`src/rtl/rblwe_poly_engine.sv`:
```
// rblwe_poly_engine: small polynomial engine over 1-bit coefficients.
// Operations: negacyclic POLYMUL (one coefficient per cycle), POLYADD (sum mod 7),
// BINADD / ADDE (XOR combinations), and an optional LFSR-based SAMPLE that also
// refreshes the internal H register.
// Optional feature macro: RBLWE_SAMPLE_EN (builds the SAMPLE datapath and LFSR).
module rblwe_poly_engine #(
  parameter int N = 32
) (
  input  logic         clk,
  input  logic         reset,
  input  logic         start,
  input  logic [4:0]   opcode,
  input  logic [N-1:0] d_poly,
  input  logic [N-1:0] b_poly,
  input  logic [N-1:0] g_poly,
  input  logic [N-1:0] h_poly,
  input  logic         h_sel,
  output logic [N-1:0] w_poly,
  output logic         valid,
  output logic         done,
  output logic         busy,
  output logic         err
);

  localparam int IW = $clog2(N);
  localparam int DW = IW + 1;
  localparam int SW = N + 1;
  localparam int NB = N / 8;

  localparam logic [4:0] OP_POLYMUL = 5'b00001;
  localparam logic [4:0] OP_POLYADD = 5'b00010;
  localparam logic [4:0] OP_BINADD  = 5'b00011;
  localparam logic [4:0] OP_SAMPLE  = 5'b00100;
  localparam logic [4:0] OP_ADDE    = 5'b00110;

  typedef enum logic [2:0] {
    S_IDLE,
    S_EXEC,
    S_MUL,
    S_SAMPLE,
    S_FINISH
  } state_t;

  state_t         state_q, state_d;
  logic [N-1:0]   d_q, d_d;
  logic [N-1:0]   b_q, b_d;
  logic [N-1:0]   g_q, g_d;
  logic [N-1:0]   h_q, h_d;
  logic [4:0]     op_q, op_d;
  logic [IW-1:0]  cnt_q, cnt_d;
  logic [N-1:0]   acc_q, acc_d;
  logic [N-1:0]   w_q, w_d;
  logic           valid_q, valid_d;
  logic           done_q, done_d;
  logic           err_q, err_d;
  logic [N-1:0]   h_int;

`ifdef RBLWE_SAMPLE_EN
  logic [N-1:0]   h_int_q, h_int_d;
  logic [7:0]     lfsr_q, lfsr_d;
  logic           lfsr_fb;

  assign h_int   = h_int_q;
  assign lfsr_fb = lfsr_q[7] ^ lfsr_q[5] ^ lfsr_q[4] ^ lfsr_q[3];
`else
  // Without the sampler nothing can ever load internal H.
  assign h_int = '0;
`endif

  // Negacyclic product term for coefficient cnt_q: D[j] & B[(i-j) mod N].
  // The sign of wrapped terms is irrelevant because only the LSB survives.
  logic [N-1:0] mul_terms;
  logic         mul_coef;

  for (genvar gi = 0; gi < N; gi++) begin : g_term
    logic [DW-1:0] diff;
    logic [IW-1:0] b_idx;
    assign diff  = {1'b0, cnt_q} - DW'(gi);
    assign b_idx = diff[DW-1] ? IW'(diff + DW'(N)) : diff[IW-1:0];
    assign mul_terms[gi] = d_q[gi] & b_q[b_idx];
  end

  assign mul_coef = ^mul_terms;

  // POLYADD reduces the full carry-out sum, so the modulus sees bit N.
  logic [N:0] add_sum;
  logic [2:0] add_mod;
  assign add_sum = {1'b0, d_q} + {1'b0, g_q};
  assign add_mod = 3'(add_sum % SW'(7));

  // Next-state and datapath: operands latch only on accept in IDLE.
  always_comb begin
    state_d = state_q;
    d_d     = d_q;
    b_d     = b_q;
    g_d     = g_q;
    h_d     = h_q;
    op_d    = op_q;
    cnt_d   = cnt_q;
    acc_d   = acc_q;
    w_d     = w_q;
    valid_d = 1'b0;
    done_d  = 1'b0;
    err_d   = 1'b0;
`ifdef RBLWE_SAMPLE_EN
    h_int_d = h_int_q;
    lfsr_d  = lfsr_q;
`endif
    case (state_q)
      S_IDLE: begin
        if (start) begin
          d_d   = d_poly;
          b_d   = b_poly;
          g_d   = g_poly;
          h_d   = h_sel ? h_int : h_poly;
          op_d  = opcode;
          cnt_d = '0;
          acc_d = '0;
`ifdef RBLWE_SAMPLE_EN
          lfsr_d = 8'hFF;
`endif
          case (opcode)
            OP_POLYMUL: state_d = S_MUL;
`ifdef RBLWE_SAMPLE_EN
            OP_SAMPLE:  state_d = S_SAMPLE;
`endif
            default:    state_d = S_EXEC;
          endcase
        end
      end
      S_EXEC: begin
        valid_d = 1'b1;
        state_d = S_FINISH;
        case (op_q)
          OP_POLYADD: w_d = N'(add_mod);
          OP_BINADD:  w_d = d_q ^ h_q;
          OP_ADDE:    w_d = d_q ^ g_q ^ h_q;
          default: begin
            w_d   = '0;
            err_d = 1'b1;
          end
        endcase
      end
      S_MUL: begin
        // Coefficients enter at the top, so coefficient 0 ends at bit 0.
        acc_d = {mul_coef, acc_q[N-1:1]};
        if (cnt_q == IW'(N - 1)) begin
          w_d     = acc_d;
          valid_d = 1'b1;
          state_d = S_FINISH;
        end else begin
          cnt_d = cnt_q + IW'(1);
        end
      end
      S_SAMPLE: begin
`ifdef RBLWE_SAMPLE_EN
        acc_d  = (acc_q << 8) | N'(lfsr_q);
        lfsr_d = {lfsr_fb, lfsr_q[7:1]};
        if (cnt_q == IW'(NB - 1)) begin
          w_d     = acc_d;
          h_int_d = acc_d;
          valid_d = 1'b1;
          state_d = S_FINISH;
        end else begin
          cnt_d = cnt_q + IW'(1);
        end
`else
        state_d = S_IDLE;
`endif
      end
      S_FINISH: begin
        done_d  = 1'b1;
        state_d = S_IDLE;
      end
      default: state_d = S_IDLE;
    endcase
  end

  // State and datapath registers; reset aborts any operation silently.
  always_ff @(posedge clk) begin
    if (reset) begin
      state_q <= S_IDLE;
      d_q     <= '0;
      b_q     <= '0;
      g_q     <= '0;
      h_q     <= '0;
      op_q    <= '0;
      cnt_q   <= '0;
      acc_q   <= '0;
      w_q     <= '0;
      valid_q <= 1'b0;
      done_q  <= 1'b0;
      err_q   <= 1'b0;
    end else begin
      state_q <= state_d;
      d_q     <= d_d;
      b_q     <= b_d;
      g_q     <= g_d;
      h_q     <= h_d;
      op_q    <= op_d;
      cnt_q   <= cnt_d;
      acc_q   <= acc_d;
      w_q     <= w_d;
      valid_q <= valid_d;
      done_q  <= done_d;
      err_q   <= err_d;
    end
  end

`ifdef RBLWE_SAMPLE_EN
  // Sampler state: internal H changes only at SAMPLE completion or reset.
  always_ff @(posedge clk) begin
    if (reset) begin
      h_int_q <= '0;
      lfsr_q  <= 8'hFF;
    end else begin
      h_int_q <= h_int_d;
      lfsr_q  <= lfsr_d;
    end
  end
`endif

  assign w_poly = w_q;
  assign valid  = valid_q;
  assign done   = done_q;
  assign err    = err_q;
  assign busy   = (state_q != S_IDLE);

endmodule

```
`config.mk`:
```
export PLATFORM = sky130hd
export DESIGN_NAME = rblwe_poly_engine
export DESIGN_NICKNAME = d
export VERILOG_FILES = /design/src/rtl/rblwe_poly_engine.sv
export SDC_FILE = /design/constraint.sdc
export NUM_CORES = 1
export LEC_CHECK = 0
export CAP_MARGIN = 30
export CORE_MARGIN = 2
export CORE_UTILIZATION = 25
export DETAILED_ROUTE_END_ITERATION = 16
export SLEW_MARGIN = 25
export SYNTH_ARGS = -nofsm -noshare
export SYNTH_HDL_FRONTEND = slang
export SYNTH_SLANG_ARGS = --single-unit
```
`constraint.sdc`:
```
create_clock -name clk -period 27.7 [get_ports clk]
set_clock_uncertainty 0.05 [all_clocks]
set_input_delay 5.54 -clock clk [delete_from_list [all_inputs] [get_ports clk]]
set_output_delay 5.54 -clock clk [all_outputs]
set_load 0.01 [all_outputs]
```
==> out/metrics.cfg <==
[run_status]
status=complete, no violations

[place]
port_buffers=172
dp_slack_ns=14.48
dp_hpwl_mm=42.00
place_congestion=0.9170

[layout]
nets=2404
final_util_pct=30.17
drive_gt1_share_pct=8.453
final_cell_mix=nand2_1 (462), a21oi_1 (259), dfxtp_1 (206)
areaGrowthSynthToFinish_pct=19.62
n_fill_cell=6985
mostFrequentLayoutCell=nand2_1

[synthesis]
yosysUniqueCellTypes=114
synth_area_leaders=dfxtp_1 (25%), nand2_1 (11%), a21oi_1 (7.8%)
synth_top_area_share_pct=24.99
synth-xor-area-share_pct=7.854
synth-compound-area-share_pct=27.17
syn_nets=2318
synth_area_um2=16580
yosysSeqAreaShare_pct=24.99
avgSynthCellArea_um2=7.775
synth_cells=2133
synth_edf_count=0
synthArstFlopShare_pct=0
muxShareOfSynthArea_pct=11.03
yosys.area_share.simple_pct=21.44
synthAdderAreaFrac_pct=3.734
ys_warn_count=0
synth_top_family_by_area=compound AO/OA/AOI/OAI gates
ys_seq_elements=207
synth_top_cell_by_area=dfxtp_1
yosys_most_used_dff=dfxtp_1

[clock_tree]
cts.sink_count=207
cts_post_setup_buffers_inserted=0
cts_resized=0
clk_path_buf_depth=3
path_clk_slew_ns=0.06
cts_root_buffer=clkbuf_16
holdBufCountCts=0
cts_max_level=1
cts_tree=built
clkLatencyLatePin_ns=0.57
cts_made_buffers=24

[routing]
drc=0
finalWirelength_mm=55.35
first_iter_violations=1278
drt-pass1-iter-count=5
ant_nets=0
wire_per_inst_um=17.85
vias=16301
vias_per_cell=5.257

[critical_path]
r2r_cells=46
critical_path.max_fanout=15
r2r-end=w_poly[0]
reg2reg_slack_ns=14.19
arrival_ns=13.93
max_stage_delay_ns=0.52
path_common_cell=o211ai_1
critPathKind=reg -> reg
end_kind=register
cp-start-kind=register
timing.rr.start=d_q[0]
cp.required_ns=28.12
slowest_stage=a2111oi_2

[die]
die_y_um=261.6
initial_core_util_pct=25.23
rows=94
coreArea_um2=65750
dieArea_um2=68410
io_pins=173
die_w_um=261.6

[power_and_ir_drop]
leakage_nw=7.025
combPwrFrac_pct=60.3
pwr-share-seq_pct=19.8
internal_power_uw=889.2
vdd_drop_max_mv=0.07141
power_frac_clock_pct=19.9
power.density_nw_per_um2=84.83
p_sw_uw=793.6
power.total_mw=1.683
switching_share_pct=47.16

[sta]
drv_slew=0
fmax_mhz=74.01
setup_viol=0
tns_ns=0
rsz0062_at_grt=no
worstMarginPinSlew_ns=0.9536
finalCriticalPeriod_ns=13.51
hold_viol=0
worst_slack_ns=14.19
final.period_utilization_pct=48.78
relSlewSlack_pct=36.34

[global_route]
grt_usage_pct=15.45
antenna_found_initial=1
grt-ovfl-total=0
grt_pass1_vias=14863
grt_max_degree=96
grt_pass1_wl_mm=84.37

[hold_path]
holdPathStages=2
hp-class=reg -> reg
worst_hold_startpoint=acc_q[26]
min_to=acc_q[26]

[run]
maxCapViolations=0

cells by family after synthesis:
| kind of cell | count (synthesis) |
|---|---|
| XOR/XNOR | 147 |
| AND/OR/NAND/NOR | 796 |
| multiplexers | 133 |
| buffers and inverters | 153 |
| flip-flops | 207 |
| AO/OA/AOI/OAI | 648 |
| adder cells (fa/ha/maj) | 49 |
power by group through the flow:
| stage | sequential [mW] | clock [mW] | combinational, mW |
|---|---|---|---|
| floorplan | 0.331 | 0 | 0.792 |
| global placement | 0.339 | 0 | 0.995 |
| detailed placement | 0.339 | 0 | 0.988 |
| CTS | 0.333 | 0.341 | 0.995 |
| global route | 0.335 | 0.353 | 1.12 |
| finish | 0.333 | 0.335 | 1.01 |
worst max-delay path by stage:
| stage | start | end | slack [ns] | cells past startpoint |
|---|---|---|---|---|
| 6_report | d_q[0] | w_poly[0] | 14.19 | 46 |
| 5_1_grt | d_q[0] | w_poly[0] | 13.13 | 47 |
| 4_1_cts | d_q[0] | w_poly[0] | 14.42 | 47 |
| 3_5_place_dp | d_q[0] | w_poly[0] | 14.48 | 47 |
| 3_3_place_gp | d_q[0] | w_poly[0] | 14.39 | 47 |
| 2_1_floorplan | d_q[0] | w_poly[0] | 16.16 | 50 |
flip-flops by register name, summed over array words and instances (netlist names):
name,cells
b_q,32
h_q,32
d_q,32
g_q,32
err,1
w_poly,32
valid,1
acc_q,31
cnt_q,5
state_q,3
op_q,5
done,1
Yosys cell counts, drive strengths merged (24+ instances only):
| master | instances |
|---|---|
| nand3b | 34 |
| a311oi | 31 |
| nor3 | 37 |
| a21oi | 267 |
| nand3 | 38 |
| mux4 | 38 |
| dfxtp | 207 |
| xor2 | 38 |
| inv | 24 |
| mux2i | 77 |
| nor2 | 124 |
| xnor2 | 109 |
| clkbuf | 92 |
| o211ai | 25 |
| o21ai | 78 |
| buf | 36 |
| nand2 | 464 |
| ha | 47 |
stage by stage:
stage                     instance area, µm²  instances  hold slack [ns]
after global placement                 19000       3055           0.3888
after CTS                              19820       3098           0.4053
final                                  19840       3101           0.4057
after floorplan                        16580       2133           0.3815
after global routing                   19840       3100           0.4215
after detailed placement               19000       3055           0.3968
metal layers:
layer	track usage, %	share of wire [%]	vias up
met1	21.37	45	7693
met5	0	0	-
met4	4.467	3.0	0
li1	-	-	7979
met2	24.34	44	543
met3	2.923	7.3	86
critical path: cells and delay by family (launching register included):
family	cells	cell delay [ns]
AO/OA/AOI/OAI	30	8.86
flip-flops	1	0.41
adder cells (fa/ha/maj)	3	0.91
XOR/XNOR	1	0.41
AND/OR/NAND/NOR	10	2.64
buffers and inverters	2	0.11
area by class of cell:
type	instances	area, µm²	area share [%]
clock buffers	32	680.7	3.431
multi-input cells	1773	11860	59.78
diodes	1	2.502	0.01261
repair buffers	188	1838	9.265
clock inverters	11	137.6	0.6938
flip-flops and latches	207	4145	20.90
well taps	864	1081	5.449
inverters	25	93.84	0.4730
Note: power is estimated with default switching activity, not from simulation.
